[src/rtl/button_debouncer_if.sv]
// Button-side signal bundle: raw level in, and the debounced level with its
// qualification and long-press flags out.
interface button_debouncer_if;
  logic btn_raw;
  logic btn_signal;
  logic busy;
  logic held;

  modport master (
    output btn_raw,
    input  btn_signal,
    input  busy,
    input  held
  );

  modport slave (
    input  btn_raw,
    output btn_signal,
    output busy,
    output held
  );
endinterface

[src/rtl/button_debouncer.sv]
// Push-button conditioner: two-flop synchroniser, stable-window debounce and
// a saturating long-press timer, all in the clk_4 domain.
module button_debouncer #(
  parameter int STABLE_CYCLES = 4,
  parameter int HOLD_CYCLES   = 8,
  parameter int CNT_W         = 8
) (
  input  logic         clk_4,
  input  logic         reset,
  button_debouncer_if.slave bus
);

  localparam logic [CNT_W-1:0] STABLE_LAST = CNT_W'(STABLE_CYCLES - 1);
  localparam logic [CNT_W-1:0] HOLD_MAX    = CNT_W'(HOLD_CYCLES);
  localparam logic [CNT_W-1:0] CNT_ONE     = CNT_W'(1);

  logic             s1_q, s1_d;
  logic             s2_q, s2_d;
  logic             btn_q, btn_d;
  logic [CNT_W-1:0] cnt_q, cnt_d;
  logic [CNT_W-1:0] hcnt_q, hcnt_d;

  always_ff @(posedge clk_4 or posedge reset) begin
    if (reset) begin
      s1_q   <= 1'b0;
      s2_q   <= 1'b0;
      btn_q  <= 1'b0;
      cnt_q  <= '0;
      hcnt_q <= '0;
    end else begin
      s1_q   <= s1_d;
      s2_q   <= s2_d;
      btn_q  <= btn_d;
      cnt_q  <= cnt_d;
      hcnt_q <= hcnt_d;
    end
  end

  always_comb begin
    s1_d  = bus.btn_raw;
    s2_d  = s1_q;
    btn_d = btn_q;
    cnt_d = cnt_q;
    // Any return of s2 to the current level throws the partial count away.
    if (s2_q == btn_q) begin
      cnt_d = '0;
    end else if (cnt_q == STABLE_LAST) begin
      btn_d = s2_q;
      cnt_d = '0;
    end else begin
      cnt_d = cnt_q + CNT_ONE;
    end
  end

  // Counting starts the edge after the rise, so held lands HOLD_CYCLES later.
  always_comb begin
    hcnt_d = hcnt_q;
    if (!btn_d) begin
      hcnt_d = '0;
    end else if (btn_q && (hcnt_q != HOLD_MAX)) begin
      hcnt_d = hcnt_q + CNT_ONE;
    end
  end

  assign bus.btn_signal = btn_q;
  assign bus.busy       = (cnt_q != '0);
  assign bus.held       = (hcnt_q == HOLD_MAX);

endmodule

[src/flat_wrapper.sv]
// flat-port wrapper written by rule: the top's interface ports become plain ports
module button_debouncer_flat 
#(
  parameter int STABLE_CYCLES = 4,
  parameter int HOLD_CYCLES   = 8,
  parameter int CNT_W         = 8
)
  (clk_4, reset, bus_btn_raw, bus_btn_signal, bus_busy, bus_held);
  button_debouncer_if bus_i ();
  input  logic clk_4;
  input  logic reset;
  input wire logic [$bits(bus_i.btn_raw)-1:0] bus_btn_raw;
  output wire logic [$bits(bus_i.btn_signal)-1:0] bus_btn_signal;
  output wire logic [$bits(bus_i.busy)-1:0] bus_busy;
  output wire logic [$bits(bus_i.held)-1:0] bus_held;
  assign bus_i.btn_raw = bus_btn_raw;
  assign bus_btn_signal = bus_i.btn_signal;
  assign bus_busy = bus_i.busy;
  assign bus_held = bus_i.held;
  button_debouncer #(.STABLE_CYCLES(STABLE_CYCLES), .HOLD_CYCLES(HOLD_CYCLES), .CNT_W(CNT_W)) u_core (.clk_4(clk_4), .reset(reset), .bus(bus_i));
endmodule
[config.mk]
export PLATFORM = sky130hd
export DESIGN_NAME = button_debouncer_flat
export DESIGN_NICKNAME = d
export VERILOG_FILES = /design/src/rtl/button_debouncer_if.sv /design/src/rtl/button_debouncer.sv /design/src/flat_wrapper.sv
export SDC_FILE = /design/constraint.sdc
export NUM_CORES = 1
export LEC_CHECK = 0
export ABC_AREA = 1
export BUFFER_PORTS_ARGS = -buffer_cell sky130_fd_sc_hd__buf_2
export CAP_MARGIN = 20
export CELL_PAD_IN_SITES_DETAIL_PLACEMENT = 1
export CELL_PAD_IN_SITES_GLOBAL_PLACEMENT = 1
export CORE_MARGIN = 3
export CORE_UTILIZATION = 40
export CTS_BUF_LIST = sky130_fd_sc_hd__clkbuf_4 sky130_fd_sc_hd__clkbuf_8
export DETAILED_ROUTE_END_ITERATION = 6
export GPL_TIMING_DRIVEN = 0
export PLACE_DENSITY_LB_ADDON = 0.1
export SYNTH_ARGS = -nofsm -noshare
export SYNTH_HDL_FRONTEND = slang
export SYNTH_SLANG_ARGS = --single-unit
[constraint.sdc]
create_clock -name clk_4 -period 2.15 [get_ports clk_4]
set_clock_uncertainty 0.05 [all_clocks]
set_input_delay 0.1075 -clock clk_4 [delete_from_list [all_inputs] [get_ports clk_4]]
set_output_delay 0.1075 -clock clk_4 [all_outputs]
set_load 0.05 [all_outputs]
# Word level (Yosys, flattened, before mapping)
# Index checks and enable logic that the tools add are counted.
dict set report totals {
  regBits 19
  in_bits 3
  out_inout_bits 3
  wordCells 20
}
dict set report op_classes {
  n_addsub 2
  eq_ne 5
  n_mux 6
  n_reduce_logical 2
}
# cell n
set ops {}
lappend ops {{two-way mux 8 bit} 4}
lappend ops {{adder 8 x 1 -> 8 bit, second input constant} 2}
lappend ops {{equality test 8 x 2 -> 1 bit, second input constant} 1}
lappend ops {{equality test 8 x 4 -> 1 bit, second input constant} 1}
lappend ops {{!= test 8 x 4 -> 1 bit, second input constant} 1}
lappend ops {{nonzero test 8 bit} 1}
lappend ops {{two-way mux 1 bit} 2}
lappend ops {{!= test 2 bit, second input constant} 1}
lappend ops {{equality test 1 bit} 1}
lappend ops {{logical AND 1 bit} 1}

# Logic depth before layout (Yosys ltp)
dict set report depth {
  depth_word 4
  depth_mapped 8
  ltp_nobuf 8
}

# Least setup slack after synthesis
# OpenSTA, ideal clock, no wires.
dict set report synth_timing {
  path_type {reg2reg}
  start {register u_core.hcnt_q[0]}
  end {register u_core.hcnt_q[0]}
  t_arrival_ps 1304
  required_time_ps 1982
  slack_ps 678
  path_stages_with_launch 8
  path_buffers 0
  period_less_slack_ps 1472
  cell_sequence {dfrtp_1 inv_1 ha_1 nand2_2 nor2_4 nor2_4 nand3_1 nand2_1}
}
dict set report synth_via {
  elab_chain_len 3
  elab_cells_between_ends 6
}
# item line
set synth_lines {}
lappend synth_lines {{start: declaration} button_debouncer.sv:21} ;# logic [CNT_W-1:0] hcnt_q, hcnt_d;
lappend synth_lines {{start signal: assignment} button_debouncer.sv:35} ;# hcnt_q <= hcnt_d;
lappend synth_lines {{adder 8 x 1 -> 8 bit or != test 8 x 4 -> 1 bit (tied branches)} {button_debouncer.sv:61, button_debouncer.sv:60}}
lappend synth_lines {{two-way mux 8 bit or logical AND 1 bit (tied branches)} button_debouncer.sv:60} ;# end else if (btn_q && (hcnt_q != HOLD_MAX)) begin
lappend synth_lines {{two-way mux 8 bit or != test 2 bit (tied branches)} --}
# Parallel ways exist; a longest one is shown, timed or not. The select of a mux whose other input is x is not followed.
# A chain may end at the register's enable or synchronous reset.

# Final worst setup path
dict set report layout_timing {
  start {register u_core.hcnt_q[0]}
  end {output port bus_held}
}
dict set report layout_via {
  elab_chain_len 1
}
# item line
set layout_lines {}
lappend layout_lines {{equality test 8 x 4 -> 1 bit} button_debouncer.sv:67} ;# assign bus.held = (hcnt_q == HOLD_MAX);
lappend layout_lines {{end: declaration} flat_wrapper.sv:15} ;# output wire logic [$bits(bus_i.held)-1:0] bus_held;
# No other way between the ends.

==> flow_summary_export.csv <==
group,metric,value,unit
logic_synthesis,synth_edf_count,0,
worst_hold_path,min_from,"u_core.s1_q$_DFF_PP0_",
clock_network,hold_buffers,2,
worst_setup_path,cp.required,1990,ps
timing,setup_ws,373,ps
logic_synthesis,synth_top_cell_by_area,"dfrtp_1",
timing,finalSetupTns,0,ps
timing,final-setup-viol-count,0,
floorplan,rows,18,
drt,ant_nets,0,
timing,finalCriticalPeriod,1780,ps
place,dpl.hpwl,1860,um
logic_synthesis,synth_top_area_share,42.8,%
worst_setup_path,critical_path.startpoint,"u_core.hcnt_q[0]$_DFFE_PP0P_",
place,pre_cts_slack,619,ps
floorplan,core_area,0.00257,mm^2
power_and_ir_drop,seqPwrFrac,42.3,%
logic_synthesis,synth-async-reset-ratio,100,%
power_and_ir_drop,power_density,877,mW/mm^2
logic_synthesis,synthesis.nets,148,
clock_network,cts_buffers,3,
clock_network,cts_root_buffer,"clkbuf_4",
floorplan,die_h,58.7,um
final_layout,antennaDiodeCount,0,
logic_synthesis,synth_common_cells,"27 x nand2_1, 23 x nand3_1, 22 x inv_1",
power_and_ir_drop,p_int,0.000596,W
drt,drt_iter0_drc,17,
worst_setup_path,endpoint_kind,"output pin",
clock_network,post-cts-setup-buffers,0,
floorplan,die-area,0.00345,mm^2
logic_synthesis,synth_compound_area_share,3.15,%
global_routing,grt-ovfl-total,0,
drt,via_count,931,
global_routing,grt_antenna_before_repair,0,
clock_network,clock-sinks,19,
drt,wl,2480,um
logic_synthesis,ys_seq_area_share,42.8,%
logic_synthesis,yosysMostFrequentCell,"nand2_1",
worst_setup_path,critical_path_class,"reg2out",
logic_synthesis,ys_warn_count,0,
clock_network,post_cts_resize_count,0,
power_and_ir_drop,p_leak,0.639,nW
timing,max_freq,563,MHz
global_routing,grt_pass1_wl,4530,um
timing,hold_viol,0,
logic_synthesis,synth.area.top_cells,"dfrtp_1 43%, nand3_1 10%, nand2_1 9.1%, inv_1 7.4%, nor2_1 5.1%",
worst_setup_path,regToRegSetupSlack,620,ps
clock_network,cts_buffer_depth,2,
status,outcome,"complete, no violations",
clock_network,cts_tree,"yes",
worst_setup_path,cp_max_fo,5,
logic_synthesis,synth-simple-area-share,35.0,%
logic_synthesis,synth.distinct_cells,20,
clock_network,path_clk_slew,120,ps
flow_run,max_cap_violations,0,
place,place_area,0.00117,mm^2
final_layout,drive_above_1_share,13.8,%
power_and_ir_drop,switching_share,44.4,%
timing,worst_slew_pin_slew,739,ps
place,dp.cells,176,
global_routing,grt.total_usage,17.2,%
drt,via_per_inst,5.12,
global_routing,grt_max_degree,20,
floorplan,chipWidth,58.7,um
power_and_ir_drop,clkPwrFrac,17.5,%
drt,drt-wirelength-per-cell,13.6,um
logic_synthesis,syn-cell-area,0.00111,mm^2
worst_setup_path,crit_path_start_kind,"register",
logic_synthesis,synth_top_family_by_area,"simple AND/OR/NAND/NOR gates",
timing,relSlewSlack,50.7,%
power_and_ir_drop,p_sw,0.000476,W
final_layout,final_cells,182,
worst_hold_path,min_path_type,"reg2reg",
logic_synthesis,ys.flop_type,"dfrtp_1",
place,place.gp.congestion,0.790,
place,port_buffers,5,
worst_setup_path,arrival,1620,ps
clock_network,clk_latency,300,ps
logic_synthesis,synth_cells,141,
floorplan,start_util,43.3,%
power_and_ir_drop,power_frac_comb,40.1,%
logic_synthesis,ys_ff_latch,19,
clock_network,htreeDepth,1,
power_and_ir_drop,ir_drop,0.559,mV
logic_synthesis,synthMuxAreaShare,0,%
timing,rsz0062_at_grt,"false",
final_layout,syn_to_final_growth,9.91,%
drt,drc,0,
floorplan,io_pins,6,
final_layout,final_nets,160,
logic_synthesis,synth_xor_area_share,4.73,%
logic_synthesis,avgSynthCellArea,7.88,um^2
logic_synthesis,synth_adder_area_share,4.50,%
global_routing,grt_pass1_vias,981,
timing,fin_crit_sh,82.6,%
timing,finalMaxSlewViolations,0,
worst_setup_path,worstReg2RegStart,"u_core.cnt_q[0]$_DFF_PP0_",
final_layout,design_area,0.00122,mm^2
drt,dr.pass1.iters,4,
-- routing by layer --
layer  up-vias  share of wire [%]  wire length (um)  GRT usage (%)
li1        465                  -                 -              -
met1       455                 52              1290           24.3
met2         9                 46              1130           27.8
met3         2                1.9                48           1.97
met4         0               0.61                15           4.85
met5         -                  0                 0              0
-- cell type report --
class                      count  area, um^2
buffer                         1        15.0
clock buffer                   3        22.5
clock inverter                 1        5.00
fill                         345        1350
inverter                      25        93.8
multi-input combinational     96         527
sequential                    19         475
tap                           30        37.5
timing repair buffer           7        45.0
-- power by group through the flow --
stage               Clock, W  Combinational, W  Sequential (W)
floorplan                  0          0.000301        0.000476
global placement           0          0.000418        0.000456
detailed placement         0          0.000431        0.000460
CTS                 0.000197          0.000438        0.000453
global route        0.000211          0.000480        0.000463
finish              0.000188          0.000430        0.000454
-- sequential cells by signal (all words and copies together) (netlist names) --
| register | flops |
|---|---|
| u_core.s2_q | 1 |
| u_core.cnt_q | 8 |
| u_core.hcnt_q | 8 |
| u_core.s1_q | 1 |
| u_core.bus.btn_signal | 1 |
-- cells by family after synthesis --
family / Yosys count
and+or+nand+nor: 82
buffers and inverters: 26
DFF: 19
xor gates and xnor gates: 6
AOI/OAI and AO/OA: 4
adders and majority gates: 4
-- final timing paths --
kind | to | cells past startpoint
min in group asynchronous | u_core.s2_q$_DFF_PP0_ | 3
max in group asynchronous | u_core.cnt_q[3]$_DFF_PP0_ | 3
min | u_core.s2_q$_DFF_PP0_ | 0
max reg2reg | u_core.hcnt_q[2]$_DFFE_PP0P_ | 7
max | bus_held | 5
min reg2reg | u_core.s2_q$_DFF_PP0_ | 0
-- critical path, cell delays in order (launching register included) --
cell and delay, ps:
dfrtp_1 460, inv_1 160, ha_1 180, nand2_2 100, nor2_4 150, buf_2 280
-- layout by cell type (no fill, tap or decap) --
master,netlist,layout
clkinv_1,3,3
dfrtp_1,19,19
o21ai_4,1,1
xnor2_1,2,2
buf_8,1,1
xor2_1,4,4
dlygate4sd3_1,0,2
clkbuf_4,0,3
nor2_2,3,3
inv_1,22,22
clkinv_2,0,1
nor3_1,4,4
o21ai_2,1,1
buf_2,0,5
a21oi_1,1,1
nand4_1,4,4
o21ai_1,1,1
nand2_2,3,3
nand2_1,27,27
nor2_1,15,15
ha_1,4,4
nand3_1,23,23
nand2_4,1,1
nor2_4,2,2
-- per-stage QoR --
stage / hold slack (ps) / power [W] / util, %
2_1_floorplan: 8.63 / 0.000776 / -
3_3_place_gp: 167 / 0.000875 / 45.7
3_5_place_dp: 167 / 0.000891 / 45.7
4_1_cts: 331 / 0.00109 / 47.6
5_1_grt: 343 / 0.00115 / 47.6
6_report: 320 / 0.00107 / 47.6
Note: power is estimated with default switching activity, not from simulation.
